## config.mk

```make
export PLATFORM = sky130hd
export DESIGN_NAME = reset_sequencer
export DESIGN_NICKNAME = d
export VERILOG_FILES = /design/src/rtl/reset_sequencer_pkg.sv /design/src/rtl/bit_synchronizer.sv /design/src/rtl/reset_sequencer.sv
export SDC_FILE = /design/constraint.sdc
export NUM_CORES = 1
export LEC_CHECK = 0
export ABC_AREA = 1
export BUFFER_PORTS_ARGS = -buffer_cell sky130_fd_sc_hd__buf_2
export CORE_MARGIN = 8
export CORE_UTILIZATION = 55
export CTS_CLUSTER_SIZE = 16
export DETAILED_ROUTE_END_ITERATION = 16
export GPL_ROUTABILITY_DRIVEN = 0
export HOLD_SLACK_MARGIN = 0.03
export PLACE_DENSITY_LB_ADDON = 0.1
export SKIP_CTS_REPAIR_TIMING = 1
export SYNTH_ARGS = -nofsm -noshare
export SYNTH_HDL_FRONTEND = slang
export SYNTH_SLANG_ARGS = --single-unit
```

## constraint.sdc

```tcl
create_clock -name sync_clk -period 2.6 [get_ports sync_clk]
set_clock_uncertainty 0.05 [all_clocks]
set_input_delay 0.13 -clock sync_clk [delete_from_list [all_inputs] [get_ports sync_clk]]
set_output_delay 0.13 -clock sync_clk [all_outputs]
set_load 0.02 [all_outputs]
```

## src/rtl/reset_sequencer_pkg.sv

```systemverilog
// Shared types and default parameters for the reset sequencer.
// Holds the FSM state encoding, the default build parameters and a small
// helper that sizes the shared cycle counter.
package reset_sequencer_pkg;

  typedef enum logic [1:0] {
    ASSERT_ALL = 2'd0,
    WAIT_ACK   = 2'd1,
    GAP        = 2'd2,
    DONE       = 2'd3
  } reset_seq_state_t;

  localparam int unsigned DEFAULT_NUM_DOMAINS    = 4;
  localparam int unsigned DEFAULT_HOLD_CYCLES    = 16;
  localparam int unsigned DEFAULT_GAP_CYCLES     = 4;
  localparam int unsigned DEFAULT_TIMEOUT_CYCLES = 256;

  // Largest of three cycle counts; used to size the shared counter.
  function automatic int unsigned max3(input int unsigned a, input int unsigned b,
                                       input int unsigned c);
    int unsigned m;
    m = (a > b) ? a : b;
    return (m > c) ? m : c;
  endfunction

endpackage

```

## src/rtl/bit_synchronizer.sv

```systemverilog
// Two-flop synchronizer for one asynchronous bit into the clk domain.
// Ports: clk - destination clock; rst_n - async active-low clear of both
// flops; d - asynchronous input; q - synchronized output.
module bit_synchronizer (
  input  logic clk,
  input  logic rst_n,
  input  logic d,
  output logic q
);

  logic meta;

  always_ff @(posedge clk or negedge rst_n) begin
    if (!rst_n) begin
      meta <= 1'b0;
      q    <= 1'b0;
    end else begin
      meta <= d;
      q    <= meta;
    end
  end

endmodule

```

## src/rtl/reset_sequencer.sv

```systemverilog
// Staged reset release sequencer.
// Holds every downstream domain in reset for HOLD_CYCLES, then releases the
// domains one at a time (domain 0 first), waiting for each domain's
// acknowledge (or a timeout) and GAP_CYCLES idle cycles before the next.
// Ports:
//   sync_clk       - single clock
//   reset_async_n  - asynchronous active-low reset of the sequencer
//   soft_reset_req - level request to restart the whole sequence
//   reset_out      - active-high reset per domain (registered)
//   ack_in         - asynchronous per-domain "out of reset" acknowledge
//   ready          - all domains released (registered)
//   timeout_err    - sticky per-domain acknowledge timeout (registered)
module reset_sequencer
  import reset_sequencer_pkg::*;
#(
  parameter int unsigned NUM_DOMAINS    = DEFAULT_NUM_DOMAINS,
  parameter int unsigned HOLD_CYCLES    = DEFAULT_HOLD_CYCLES,
  parameter int unsigned GAP_CYCLES     = DEFAULT_GAP_CYCLES,
  parameter int unsigned TIMEOUT_CYCLES = DEFAULT_TIMEOUT_CYCLES
) (
  input  logic                   sync_clk,
  input  logic                   reset_async_n,
  input  logic                   soft_reset_req,
  output logic [NUM_DOMAINS-1:0] reset_out,
  input  logic [NUM_DOMAINS-1:0] ack_in,
  output logic                   ready,
  output logic [NUM_DOMAINS-1:0] timeout_err
);

  localparam int unsigned CNT_MAX = max3(HOLD_CYCLES, GAP_CYCLES, TIMEOUT_CYCLES);
  localparam int unsigned CNT_W   = $clog2(CNT_MAX + 1);
  localparam int unsigned IDX_W   = (NUM_DOMAINS > 1) ? $clog2(NUM_DOMAINS) : 1;

  typedef logic [CNT_W-1:0]       cnt_t;
  typedef logic [IDX_W-1:0]       idx_t;
  typedef logic [NUM_DOMAINS-1:0] dom_t;

  // Terminal counts: the counter runs up from 0 and the phase ends on the
  // cycle it reaches N-1, so each phase lasts exactly N cycles.
  localparam cnt_t HOLD_LAST = cnt_t'(HOLD_CYCLES - 1);
  localparam cnt_t GAP_LAST  = cnt_t'(GAP_CYCLES - 1);
  localparam cnt_t TO_LAST   = cnt_t'(TIMEOUT_CYCLES - 1);
  localparam idx_t LAST_IDX  = idx_t'(NUM_DOMAINS - 1);

  reset_seq_state_t state_q, state_d;
  idx_t             idx_q, idx_d, idx_nxt;
  cnt_t             cnt_q, cnt_d;
  dom_t             reset_out_d;
  logic             ready_d;
  dom_t             timeout_err_d;
  dom_t             ack_sync;
  logic             ack_cur;

  // Per-domain acknowledge synchronizers.
  for (genvar i = 0; i < NUM_DOMAINS; i++) begin : g_ack_sync
    bit_synchronizer u_sync (
      .clk   (sync_clk),
      .rst_n (reset_async_n),
      .d     (ack_in[i]),
      .q     (ack_sync[i])
    );
  end

  // Sequencer state and registered outputs.
  always_ff @(posedge sync_clk or negedge reset_async_n) begin
    if (!reset_async_n) begin
      state_q     <= ASSERT_ALL;
      idx_q       <= '0;
      cnt_q       <= '0;
      reset_out   <= '1;
      ready       <= 1'b0;
      timeout_err <= '0;
    end else begin
      state_q     <= state_d;
      idx_q       <= idx_d;
      cnt_q       <= cnt_d;
      reset_out   <= reset_out_d;
      ready       <= ready_d;
      timeout_err <= timeout_err_d;
    end
  end

  // Next-state and next-output logic.
  always_comb begin
    state_d       = state_q;
    idx_d         = idx_q;
    cnt_d         = cnt_q;
    reset_out_d   = reset_out;
    ready_d       = ready;
    timeout_err_d = timeout_err;
    idx_nxt       = idx_q + idx_t'(1);
    ack_cur       = ack_sync[idx_q];

    if (soft_reset_req) begin
      // Restart from any state; the counter stays reloaded while held.
      state_d       = ASSERT_ALL;
      idx_d         = '0;
      cnt_d         = '0;
      reset_out_d   = '1;
      ready_d       = 1'b0;
      timeout_err_d = '0;
    end else begin
      unique case (state_q)
        ASSERT_ALL: begin
          if (cnt_q == HOLD_LAST) begin
            state_d     = WAIT_ACK;
            idx_d       = '0;
            cnt_d       = '0;
            reset_out_d = ~dom_t'(1);
          end else begin
            cnt_d = cnt_q + cnt_t'(1);
          end
        end

        WAIT_ACK: begin
          if (ack_cur || (cnt_q == TO_LAST)) begin
            // Acknowledge wins over a timeout landing on the same cycle.
            if (!ack_cur) begin
              timeout_err_d = timeout_err | (dom_t'(1) << idx_q);
            end
            cnt_d = '0;
            if (idx_q == LAST_IDX) begin
              state_d = DONE;
              ready_d = 1'b1;
            end else begin
              idx_d = idx_nxt;
              if (GAP_CYCLES == 0) begin
                state_d     = WAIT_ACK;
                reset_out_d = reset_out & ~(dom_t'(1) << idx_nxt);
              end else begin
                state_d = GAP;
              end
            end
          end else begin
            cnt_d = cnt_q + cnt_t'(1);
          end
        end

        GAP: begin
          if (cnt_q == GAP_LAST) begin
            state_d     = WAIT_ACK;
            cnt_d       = '0;
            reset_out_d = reset_out & ~(dom_t'(1) << idx_q);
          end else begin
            cnt_d = cnt_q + cnt_t'(1);
          end
        end

        DONE: begin
          ready_d = 1'b1;
        end

        default: begin
          state_d = ASSERT_ALL;
        end
      endcase
    end
  end

endmodule

```

==> results.yml <==
global_route:
  antenna_found_initial: 0
  grt_max_degree: 31
  grt_pass1_wl_um: 5270
  grt_pass1_vias: 1218
  grt_usage_pct: 13.1
  overflow: 0
drt:
  first_pass_iters: 4
  wl_um: 3040
  drtAntennaViolNets: 0
  drc: 0
  wl_per_cell_um: 12.5
  drtIter0Drc: 88
  vias: 1250
  viasPerCell: 5.17
run_status:
  run_status: "complete, no violations"
worst_setup_path:
  cpLargestDelayFamily: "simple AND/OR/NAND/NOR gates"
  critPathMaxStageDelay_ns: 0.38
  startpoint_type: "flop"
  r2r.worst_path.cells: 13
  path_cells: "ha_1, nand3_2, nor2_1, nand2_1, nor3_1, ha_1, nor2_1, nand2_2, nand2_2, nand2_4, nand2_4, nand2_1, o21ai_2"
  crit_slowest_cell: "dfrtp_1"
  path_buf_inv: 0
  cp_num_cells: 13
  required_ns: 2.79
  crit_type: "flop to flop"
  cp_data_arrival_time_ns: 2.19
  worstPathMaxFanout: 4
  endpoint_kind: "flop"
die:
  row_count: 19
  die_x_um: 69.8
  core_area_mm2: 0.00276
  ios: 16
  fp.dieArea_mm2: 0.00487
  start_util_pct: 57.6
  die_h_um: 69.8
power_and_ir_drop:
  ir_drop_uv: 610
  power_density_mw_per_mm2: 861
  leakagePower_nw: 0.896
clock_tree:
  cts_buffer_depth: 2
  h-tree-depth: 2
  cts-root-buf: "clkbuf_4"
  cts_buffers: 5
  clk_pin_slew_ns: 0.10
  worstSkewPairLatency_ns: 0.34
  cts.sink_count: 30
  cts_tree: "done"
cells_and_area:
  nets: 226
  antenna_cells: 0
  area_growth_pct: 15.3
  fin_area_mm2: 0.00183
  drive_above_1_share_pct: 26.5
  fillers: 237
sta:
  drv_slew: 0
  max_freq_ghz: 0.499
  setup_viol: 0
  hold_violations: 0
  worstMarginPinSlew_ns: 0.637
  rsz0062_at_grt: "no"
  finalSetupTns_ns: 0
  min_period_ns: 2.00
  holdWs_ns: 0.0571
  slew_headroom_pct: 57.6
  fin_crit_sh_pct: 77.1
synth:
  yosysSeqAreaShare_pct: 47.6
  syn_area_per_cell_um2: 8.64
  yosysUniqueCellTypes: 24
  synth_nets: 200
  yosysWarnings: 0
  synth_cells: 184
  ys_ff_latch: 30
  synth_area_mm2: 0.00159
placed_design:
  portBuffers: 15
  place_area_mm2: 0.00170
  hpwl_um: 2230
min_path:
  hp-class: "input pin to flop"
  hold_depth: 2
flow_run:
  cap_violations: 0
==> per-layer routing <==
metal  part of all wire, %  wire length (um)  track usage, %  vias to the layer above
li1                      -                 -               -                      631
met1                    47              1430            15.8                      569
met2                    43              1320            19.9                       43
met3                   7.5               227            5.44                        7
met4                   1.9                58            6.03                        0
met5                     0                 0               0                        -
==> metrics by stage <==
| stage | power [mW] | utilization (%) | cells | setup slack (ns) |
|---|---|---|---|---|
| 2_1_floorplan | 1.07 | - | 184 | 0.805 |
| 3_3_place_gp | 1.18 | 61.6 | 229 | 0.708 |
| 3_5_place_dp | 1.20 | 61.6 | 229 | 0.609 |
| 4_1_cts | 1.59 | 64.6 | 237 | 0.583 |
| 5_1_grt | 1.68 | 66.4 | 242 | 0.462 |
| 6_report | 1.58 | 66.4 | 242 | 0.596 |
==> kinds of logic (layout without fill, tap and decap cells) <==
family	after synthesis	in the layout	share of synthesized area, %
compound gates	23	23	8.19
xor+xnor	1	1	0.551
fa+ha+maj	9	9	7.09
buf+inv	31	58	7.32
flops	30	30	47.6
simple gates	90	90	29.3
==> Yosys cell counts <==
cell type / n / area [um^2]
a21oi_1: 12 / 60.1
and3_1: 1 / 6.26
clkbuf_1: 1 / 3.75
dfrtp_1: 26 / 651
dfstp_2: 4 / 105
ha_1: 9 / 113
inv_1: 22 / 82.6
inv_2: 8 / 30.0
nand2_1: 42 / 158
nand2_2: 6 / 37.5
nand2_4: 3 / 33.8
nand3_1: 13 / 65.1
nand3_2: 3 / 30.0
nand3_4: 1 / 17.5
nand4_2: 1 / 12.5
nand4_4: 1 / 21.3
nor2_1: 15 / 56.3
nor2_2: 1 / 6.26
nor2_4: 1 / 11.3
nor3_1: 2 / 10.0
o21ai_0: 1 / 5.00
o21ai_1: 6 / 30.0
o21ai_2: 4 / 35.0
xnor2_1: 1 / 8.76
==> cell usage in the layout (no fill, tap or decap), types with 8 or more instances in the layout <==
cell,Yosys,layout
inv_2,8,8
dfrtp_1,26,26
nand3_1,13,13
nor2_1,15,15
a21oi_1,12,12
ha_1,9,9
nand2_1,42,42
inv_1,22,22
buf_2,0,15
==> power by group <==
group / switching [mW] / internal [mW]
combinational: 0.397 / 0.211
sequential: 0.0515 / 0.538
clock: 0.179 / 0.202
total: 0.627 / 0.951
==> final cells by class <==
type                    count  area, um^2  area share (%)
clock buffers               5        37.5            2.05
clock inverters             3        45.0            2.46
inverters                  30         113            6.15
multi-input cells         123         717            39.1
flip-flops and latches     30         756            41.3
well taps                  31        38.8            2.12
repair buffers             20         125            6.83
==> flip-flops by register name, summed over array words and instances (netlist names) <==
name,flops
timeout_err,4
reset_out,4
idx_q,2
g_ack_sync.u_sync.q,4
ready,1
state_q,2
cnt_q,9
g_ack_sync.u_sync.meta,4
==> final timing paths <==
path	from	end	slack [ns]
max reg2reg	cnt_q[0]$_DFFE_PN0P_	idx_q[1]$_DFFE_PN0P_	0.60
max in group asynchronous	reset_async_n	cnt_q[3]$_DFFE_PN0P_	1.80
max	cnt_q[0]$_DFFE_PN0P_	idx_q[1]$_DFFE_PN0P_	0.60
min reg2reg	g_ack_sync[0].u_sync.meta$_DFF_PN0_	g_ack_sync[0].u_sync.q$_DFF_PN0_	0.31
min	soft_reset_req	timeout_err[0]$_DFFE_PN0P_	0.06
min in group asynchronous	reset_async_n	g_ack_sync[2].u_sync.q$_DFF_PN0_	0.29
==> worst register-to-register path, delay by kind of cell, from the launching register on <==
family / cells / cell delay [ns]
flops: 1 / 0.38
simple gates: 10 / 0.99
fa+ha+maj: 2 / 0.42
compound gates: 1 / 0.06
Note: power is estimated with default switching activity, not from simulation.
